$ cat src/rtl/ddr3_pkg.sv
// Shared DDR3 definitions: command codes, per-beat address step and the
// write/read scheduler FSM encoding.
package ddr3_pkg;

    localparam logic [2:0] WRITE_CMD = 3'b000;
    localparam logic [2:0] READ_CMD  = 3'b001;

    // Address increment per 128-bit beat; must match the MIG burst engine.
    localparam int ADDR_STEP = 16;

    // Cycles a request may wait for the engine to raise busy before re-issue.
    localparam int WAIT_TIMEOUT = 15;

    typedef enum logic [2:0] {
        ST_IDLE = 3'd0,
        ST_ARM  = 3'd1,
        ST_WAIT = 3'd2,
        ST_RUN  = 3'd3,
        ST_UPD  = 3'd4
    } ctrl_state_t;

endpackage

$ cat src/rtl/ddr3_wr_ctrl.sv
// Write-burst scheduler in front of the DDR3 MIG write-burst engine.
// Issues one start/len/addr request per burst once the write FIFO holds
// enough beats, advances the address per burst, wraps at frame end and
// ping-pongs between two frame banks.
//
// Handshake: wr_burst_start is a 1-cycle request; len/addr are held from
// start until the engine's wr_burst_done. The request counts as accepted
// when wr_burst_busy is seen high; otherwise it is re-issued after
// WAIT_TIMEOUT cycles with identical len/addr. wr_burst_done is only
// honoured while a burst is running.
module ddr3_wr_ctrl
    import ddr3_pkg::*;
#(
    parameter int                    ADDR_WIDTH  = 28,
    parameter int                    CNT_WIDTH   = 10,
    parameter int                    BURST_LEN   = 64,
    parameter int                    FRAME_BEATS = 259200,
    parameter int                    STEP        = ddr3_pkg::ADDR_STEP,
    parameter logic [ADDR_WIDTH-1:0] BASE_ADDR   = '0,
    parameter logic [ADDR_WIDTH-1:0] BANK_OFFSET = ADDR_WIDTH'(28'h0800000)
) (
    input  logic                  clk,
    input  logic                  rst,
    input  logic                  enable,
    input  logic                  frame_sync,
    input  logic [CNT_WIDTH-1:0]  fifo_rd_count,
    output logic                  wr_burst_start,
    output logic [ADDR_WIDTH-1:0] wr_burst_len,
    output logic [ADDR_WIDTH-1:0] wr_burst_addr,
    input  logic                  wr_burst_busy,
    input  logic                  wr_burst_done,
    output logic                  frame_done,
    output logic                  bank_sel,
    output ctrl_state_t           state_dbg
);

    localparam int MAX_BL  = (FRAME_BEATS > BURST_LEN) ? FRAME_BEATS : BURST_LEN;
    localparam int BL_W    = $clog2(MAX_BL + 1);
    localparam int CMP_W   = (BL_W > CNT_WIDTH) ? BL_W : CNT_WIDTH;
    localparam int STEP_SH = $clog2(STEP);

    localparam logic [BL_W-1:0] FRAME_BL = BL_W'(FRAME_BEATS);
    localparam logic [BL_W-1:0] BURST_BL = BL_W'(BURST_LEN);

    ctrl_state_t           state_q, state_d;
    logic [BL_W-1:0]       beat_left_q, beat_left_d;
    logic                  sync_pend_q, sync_pend_d;
    logic [3:0]            wait_cnt_q, wait_cnt_d;
    logic                  start_q, start_d;
    logic [ADDR_WIDTH-1:0] len_q, len_d;
    logic [ADDR_WIDTH-1:0] addr_q, addr_d;
    logic                  frame_done_q, frame_done_d;
    logic                  bank_q, bank_d;

    logic [BL_W-1:0]       cur_len;
    logic [BL_W-1:0]       beat_after;
    logic                  fifo_ready;

    function automatic logic [ADDR_WIDTH-1:0] bank_base(input logic b);
        return b ? (BASE_ADDR + BANK_OFFSET) : BASE_ADDR;
    endfunction

    // Burst length and FIFO threshold; the final burst of a frame may be short.
    always_comb begin
        cur_len    = (beat_left_q < BURST_BL) ? beat_left_q : BURST_BL;
        beat_after = beat_left_q - BL_W'(len_q);
        fifo_ready = CMP_W'(fifo_rd_count) >= CMP_W'(cur_len);
    end

    // Next-state logic: FSM transitions plus address/bank/frame bookkeeping.
    always_comb begin
        state_d      = state_q;
        beat_left_d  = beat_left_q;
        sync_pend_d  = sync_pend_q;
        wait_cnt_d   = wait_cnt_q;
        start_d      = 1'b0;
        len_d        = len_q;
        addr_d       = addr_q;
        frame_done_d = 1'b0;
        bank_d       = bank_q;

        case (state_q)
            ST_IDLE: begin
                if (frame_sync) begin
                    addr_d      = bank_base(bank_q);
                    beat_left_d = FRAME_BL;
                end
                if (enable && !wr_burst_busy) state_d = ST_ARM;
            end
            ST_ARM: begin
                // A frame restart takes this cycle; the request follows with the new base.
                if (frame_sync) begin
                    addr_d      = bank_base(bank_q);
                    beat_left_d = FRAME_BL;
                end
                if (!enable) begin
                    state_d = ST_IDLE;
                end else if (!frame_sync && fifo_ready) begin
                    start_d    = 1'b1;
                    len_d      = ADDR_WIDTH'(cur_len);
                    wait_cnt_d = '0;
                    state_d    = ST_WAIT;
                end
            end
            ST_WAIT: begin
                if (frame_sync) sync_pend_d = 1'b1;
                if (wr_burst_busy) begin
                    state_d = ST_RUN;
                end else if (wait_cnt_q == 4'(WAIT_TIMEOUT - 1)) begin
                    state_d = ST_ARM;
                end else begin
                    wait_cnt_d = wait_cnt_q + 4'd1;
                end
            end
            ST_RUN: begin
                if (frame_sync) sync_pend_d = 1'b1;
                if (wr_burst_done) state_d = ST_UPD;
            end
            ST_UPD: begin
                if (beat_after == '0) begin
                    // Natural frame end wins over any pending restart.
                    frame_done_d = 1'b1;
                    bank_d       = ~bank_q;
                    addr_d       = bank_base(~bank_q);
                    beat_left_d  = FRAME_BL;
                end else if (sync_pend_q || frame_sync) begin
                    addr_d      = bank_base(bank_q);
                    beat_left_d = FRAME_BL;
                end else begin
                    addr_d      = addr_q + (len_q << STEP_SH);
                    beat_left_d = beat_after;
                end
                sync_pend_d = 1'b0;
                state_d     = ST_IDLE;
            end
            default: state_d = ST_IDLE;
        endcase
    end

    // State register; reset abandons any burst in flight.
    always_ff @(posedge clk) begin
        if (rst) begin
            state_q      <= ST_IDLE;
            beat_left_q  <= FRAME_BL;
            sync_pend_q  <= 1'b0;
            wait_cnt_q   <= '0;
            start_q      <= 1'b0;
            len_q        <= '0;
            addr_q       <= BASE_ADDR;
            frame_done_q <= 1'b0;
            bank_q       <= 1'b0;
        end else begin
            state_q      <= state_d;
            beat_left_q  <= beat_left_d;
            sync_pend_q  <= sync_pend_d;
            wait_cnt_q   <= wait_cnt_d;
            start_q      <= start_d;
            len_q        <= len_d;
            addr_q       <= addr_d;
            frame_done_q <= frame_done_d;
            bank_q       <= bank_d;
        end
    end

    assign wr_burst_start = start_q;
    assign wr_burst_len   = len_q;
    assign wr_burst_addr  = addr_q;
    assign frame_done     = frame_done_q;
    assign bank_sel       = bank_q;
    assign state_dbg      = state_q;

endmodule

$ cat config.mk
export PLATFORM = sky130hd
export DESIGN_NAME = ddr3_wr_ctrl
export DESIGN_NICKNAME = d
export VERILOG_FILES = /design/src/rtl/ddr3_pkg.sv /design/src/rtl/ddr3_wr_ctrl.sv
export SDC_FILE = /design/constraint.sdc
export NUM_CORES = 1
export LEC_CHECK = 0
export BUFFER_PORTS_ARGS = -buffer_cell sky130_fd_sc_hd__buf_2
export CELL_PAD_IN_SITES_DETAIL_PLACEMENT = 0
export CELL_PAD_IN_SITES_GLOBAL_PLACEMENT = 1
export CORE_UTILIZATION = 39
export DETAILED_ROUTE_END_ITERATION = 16
export PLACE_DENSITY_LB_ADDON = 0.1
export SLEW_MARGIN = 20
export SYNTH_ARGS = -nofsm -noshare
export SYNTH_HDL_FRONTEND = slang
export SYNTH_SLANG_ARGS = --single-unit
export TNS_END_PERCENT = 30
$ cat constraint.sdc
create_clock -name clk -period 3.3 [get_ports clk]
set_clock_uncertainty 0.2 [all_clocks]
set_input_delay 0.66 -clock clk [delete_from_list [all_inputs] [get_ports clk]]
set_output_delay 0.66 -clock clk [all_outputs]
set_load 0.02 [all_outputs]
-- Word level (Yosys, flattened, before mapping)
Cells that the tools add are included.
- output and inout port bits: 62
- flip-flop bits (word level): 75
- input port bits: 16
- word-level logic and storage cells: 80
- reductions and logical operators: 20
- add/subtract/negate cells: 3
- mux-type cells: 27
- eq/ne operators: 15
- magnitude comparators: 2
- bitwise gates (word level): 4
- operator list (operator ; number):
    two-way mux 28 bit ; 3
    two-way mux 18 bit ; 4
    case mux 28 bit (2 select lines) ; 1
    two-way mux 24 bit ; 2
    case mux 18 bit (2 select lines) ; 1
    adder 28 x 22 -> 28 bit ; 1
    >= comparator 10 x 18 -> 1 bit ; 1
    zero test 18 bit ; 1
    < comparator 18 x 7 -> 1 bit, second input constant ; 1
    two-way mux 3 bit ; 6
    subtractor 18 bit ; 1
    two-way mux 4 bit ; 4
    != test 2 bit, second input constant ; 6
    case mux 3 bit (4 select lines) ; 1
    case mux 4 bit (2 select lines) ; 1
    == test 3 x 2 -> 1 bit, second input constant ; 2
    != test 3 bit, second input constant ; 2
    AND reduction 2 bit ; 3
    nonzero test 2 bit ; 3
    OR reduction 2 bit ; 3
    AND reduction 5 bit ; 1
    adder 4 x 1 -> 4 bit, second input constant ; 1
    == test 4 bit, second input constant ; 1
    != test 2 x 1 -> 1 bit, second input constant ; 2
    12 further kinds ; 19

-- Depth between registers and ports, before layout
- depth after elaboration: 7
- mapped depth: 15
- gate-level depth less buffers: 14

-- Worst setup path before layout
Ideal clock, no wire load.
- kind: register to register
- start: register len_q[0] (netlist: wr_burst_len[0])
- end: register frame_done_q (netlist: frame_done)
- path slack: -475 ps
- library setup time: 88 ps
- stages on the path, launching flop included: 13
- clock period less this slack: 3775 ps
- data required time: 3012 ps
- arrival time: 3487 ps
- buffers on the path: 0
- path through: dfxtp_1 > ha_1 > inv_1 > fa_1 > a21o_1 > a221o_1 > a211o_1 > a21o_1 > xnor2_2 > nand3_1 > or4_1 > or4b_1 > nor4_2
- longest elaborated chain between the ends: 3
- RTL lines (item ; RTL line ; RTL):
    start: declaration ; ddr3_wr_ctrl.sv:50 ; logic [ADDR_WIDTH-1:0] len_q, len_d;
    start signal: assignment ; ddr3_wr_ctrl.sv:158 ; len_q <= len_d;
    subtractor 18 bit ; ddr3_wr_ctrl.sv:66 ; beat_after = beat_left_q - BL_W'(len_q);
    zero test 18 bit ; ddr3_wr_ctrl.sv:120 ; if (beat_after == '0) begin
    two-way mux 1 bit ; ddr3_wr_ctrl.sv:120 ;
    end signal: assignment ; ddr3_wr_ctrl.sv:160 ; frame_done_q <= frame_done_d;
    end: declaration ; ddr3_wr_ctrl.sv:52 ; logic frame_done_q, frame_done_d;
Every way passes these cells.
A chain may end at the register's enable or synchronous reset.

-- Worst setup path after layout
- start: register beat_left_q[0]
- end: register addr_q[6] (netlist: wr_burst_addr[6])
- longest elaborated chain between the ends: 4
- RTL lines (item ; RTL line ; RTL):
    start: declaration ; ddr3_wr_ctrl.sv:46 ; logic [BL_W-1:0] beat_left_q, beat_left_d;
    start signal: assignment ; ddr3_wr_ctrl.sv:154 ; beat_left_q <= beat_left_d;
    subtractor 18 bit ; ddr3_wr_ctrl.sv:66 ;
    zero test 18 bit ; ddr3_wr_ctrl.sv:120 ;
    two-way mux 28 bit ; ddr3_wr_ctrl.sv:120 ;
    case mux 28 bit (2 select lines) ; ddr3_wr_ctrl.sv:82 ; case (state_q)
    end signal: assignment ; ddr3_wr_ctrl.sv:159 ; addr_q <= addr_d;
    end: declaration ; ddr3_wr_ctrl.sv:51 ; logic [ADDR_WIDTH-1:0] addr_q, addr_d;
Every way passes these cells.

==> impl_results.md <==
* Status: complete, but fails checks
* Failing checks: setup timing
* N_diodes at 0
* Setup TNS at -19.02 ns
* WL final at 15.3 mm
* Distinct cells, synth at 65
* Latest clock arrival within the worst-skew pair at 0.34 ns
* Number of synthesis warnings at 0
* Via count at 5,163
* GPL Wtd Cong at 0.827
* Setup WS pre-CTS at -0.457 ns
* Vias per inst at 5.39
* Syn Area/Cell at 8.04 sq um
* Buffers added on ports at 63
* Hold-fix buffers, CTS at 0
* Drt pass-1 iters at 4
* DIE AREA at 0.0134 sq mm
* Mapped Area at 0.00506 sq mm
* # rows at 41
* Placed Area at 0.00617 sq mm
* Worst Path Max Fanout at 9
* Hold Crit Class: flop to flop
* Wire per inst at 16.0 microns
* Number of global-route vias before repair at 4,741
* Pin count of the biggest net entering global routing at 46
* Maximum VDD drop at 0.572 mV
* Worst Tran Pin Value at 0.718 ns
* Synth top cells by count: 81 x nor2_1, 71 x dfxtp_1, 47 x ha_1, 35 x nand2_1, 33 x a21oi_1
* Area contributors post-synth: dfxtp_1 28%, ha_1 12%, nor2_1 6.0%
* Final instance area at 0.00680 sq mm
* Synth Instances at 630
* Critical path capture point type: flop
* Sequential element share of the synthesized area at 28.1%
* Flop-to-flop setup slack at -0.48 ns
* Yosys reg bits at 71
* Clock share of power at 44.7%
* RSZ-0062 raised after global routing: yes
* H-tree level count at 3
* Number of antenna violations at the first check in global routing at 0
* EDFF count, synth at 0
* Comb power frac at 15.1%
* CP Launch Type: flop
* Drc violations at 0
* PnR worst setup slack at -0.485 ns
* LEAKAGE at 3.04 nW
* I/O pin total at 78
* # fillers at 1,251
* Sequential share of power at 40.2%
* Clock sinks at 71
* Starting density of the core at 40.1%
* Die Height at 116 microns
* Period utilization at 115%
* Ratio of cells with drive above 1 in the final layout at 28.0%
* Layout Nets at 846
* Core area at 0.0126 sq mm
* Post-synth top area share at 28.1%
* Routed Antenna Nets at 0
* Initial drt markers at 321
* Top_reg_cell synth: dfxtp_1
* Final Instance Count excl. Fillers at 958
* First-pass GRT wire length at 23.5 mm
* DIE WIDTH at 116 microns
* Net switching power at 0.627 mW
* Final Slew Violations at 0
* Register area at 0.00143 sq mm
* Fmax at 264 MHz
* P per Cell Area at 337 mW/mm^2
* Multi-input combinational cell area at 0.00353 sq mm
* CP arrival at 3.80 ns
* Clock Root Buffer: clkbuf_16
* Int Power at 1.66 mW
* Max-slew headroom at 52.1%
* Total chip power at 2.29 mW
* Ys async rst share at 0%
* Max Cap Viol at 0
* CTS tree: built
* Register clock-pin slew on the reported worst setup and hold paths at 0.05 ns
* Critical Path RT at 3.31 ns
* Area growth syn-to-layout at 34.4%
* Sw Ratio at 27.4%
* Congestion Overflow GR at 0
* CTS max path bufs at 2
* Synth area leader: dfxtp_1
* CTS buffer count at 9
* Hold Fails Final Rpt at 0
* Crit path time final at 3.78 ns
* Critical setup path kind: flop to flop
* Global-route usage over all layers at 22.7%
* Placed cell count at 930
* Final setup viols at 44
* DP HPWL at 11.1 mm
* Most common cell in the netlist: nor2_1
## power groups by stage
| stage | Sequential [mW] | Clock, mW | Combinational, mW |
|---|---|---|---|
| after detailed placement | 0.941 | 0 | 0.343 |
| final | 0.921 | 1.02 | 0.346 |
| after floorplan | 0.929 | 0 | 0.252 |
| after global routing | 0.929 | 1.08 | 0.387 |
| after CTS | 0.921 | 1.06 | 0.346 |
| after global placement | 0.938 | 0 | 0.336 |
## layer usage
metal | vias up | part of all wire, % | global-route usage [%] | wire length [microns]
li1 | 2592 | - | - | -
met1 | 2431 | 46 | 29.0 | 7050
met2 | 119 | 48 | 38.5 | 7380
met3 | 21 | 3.7 | 3.56 | 571
met4 | 0 | 2.0 | 8.12 | 310
met5 | - | 0 | 0 | 0
## critical path, cell delays in order (launching register included)
cell and delay [ns]:
dfxtp_2 0.32, inv_2 0.07, ha_4 0.13, inv_2 0.03, fa_2 0.33, a21o_1 0.21, a221o_1 0.35, a211o_1 0.31
buf_6 0.14, a2111oi_4 0.29, xor2_1 0.22, and2_1 0.18, nand4_1 0.21, buf_4 0.25, buf_8 0.14, a32oi_2 0.20
nor2_1 0.06
## final cells by class
type | count | area share, %
inverters | 32 | 1.77
clock buffers | 12 | 3.48
well taps | 172 | 3.16
flip-flops and latches | 71 | 21.0
multi-input cells | 500 | 51.9
clock inverters | 4 | 1.03
repair buffers | 167 | 17.6
## state kept, by name (all words and copies together) (netlist names)
register	count
wait_cnt_q	4
sync_pend_q	1
wr_burst_len	18
wr_burst_start	1
frame_done	1
wr_burst_addr	24
beat_left_q	18
bank_sel	1
state_dbg	3
## cells in the final DEF (no fill, tap or decap), types with 14 or more instances in the layout
cell	count
inv_1	30
conb_1	17
ha_1	46
nor2_1	81
nand2_1	35
buf_4	92
a32oi_1	23
a21oi_1	32
o21ai_0	19
dfxtp_1	68
a21o_1	18
buf_2	63
a31oi_1	14
and2_1	18
## timing repair
action / in CTS / in global routing
endpoints found under the setup margin: 65 / 67
setup buffers: 6 / 3
gates cloned: 1 / 3
resized for setup: 14 / 29
pin swaps: 31 / 15
## cells by family after synthesis
| family | share of synthesized area [%] |
|---|---|
| compound gates | 25.4 |
| xor+xnor | 4.47 |
| fa+ha+maj | 12.4 |
| buf+inv | 6.65 |
| flops | 28.1 |
| mux | 0.593 |
| other cells | 0.148 |
| simple gates | 22.3 |
## through the flow
stage	hold slack [ns]	util [%]
2_1_floorplan	0.247	-
3_5_place_dp	0.285	48.9
3_3_place_gp	0.263	48.9
5_1_grt	0.317	53.9
6_report	0.291	53.9
4_1_cts	0.294	52.4
## final timing paths
check,from,to,depth (start not counted)
worst max-delay path,beat_left_q[0]$_SDFFE_PP0P_,wr_burst_addr[6]$_SDFFE_PP0P_,16
worst min-delay path,wait_cnt_q[3]$_SDFFE_PP0P_,wait_cnt_q[3]$_SDFFE_PP0P_,2
worst max register to register,beat_left_q[0]$_SDFFE_PP0P_,wr_burst_addr[6]$_SDFFE_PP0P_,16
worst min register to register,wait_cnt_q[3]$_SDFFE_PP0P_,wait_cnt_q[3]$_SDFFE_PP0P_,2
Note: power is estimated with default switching activity, not from simulation.
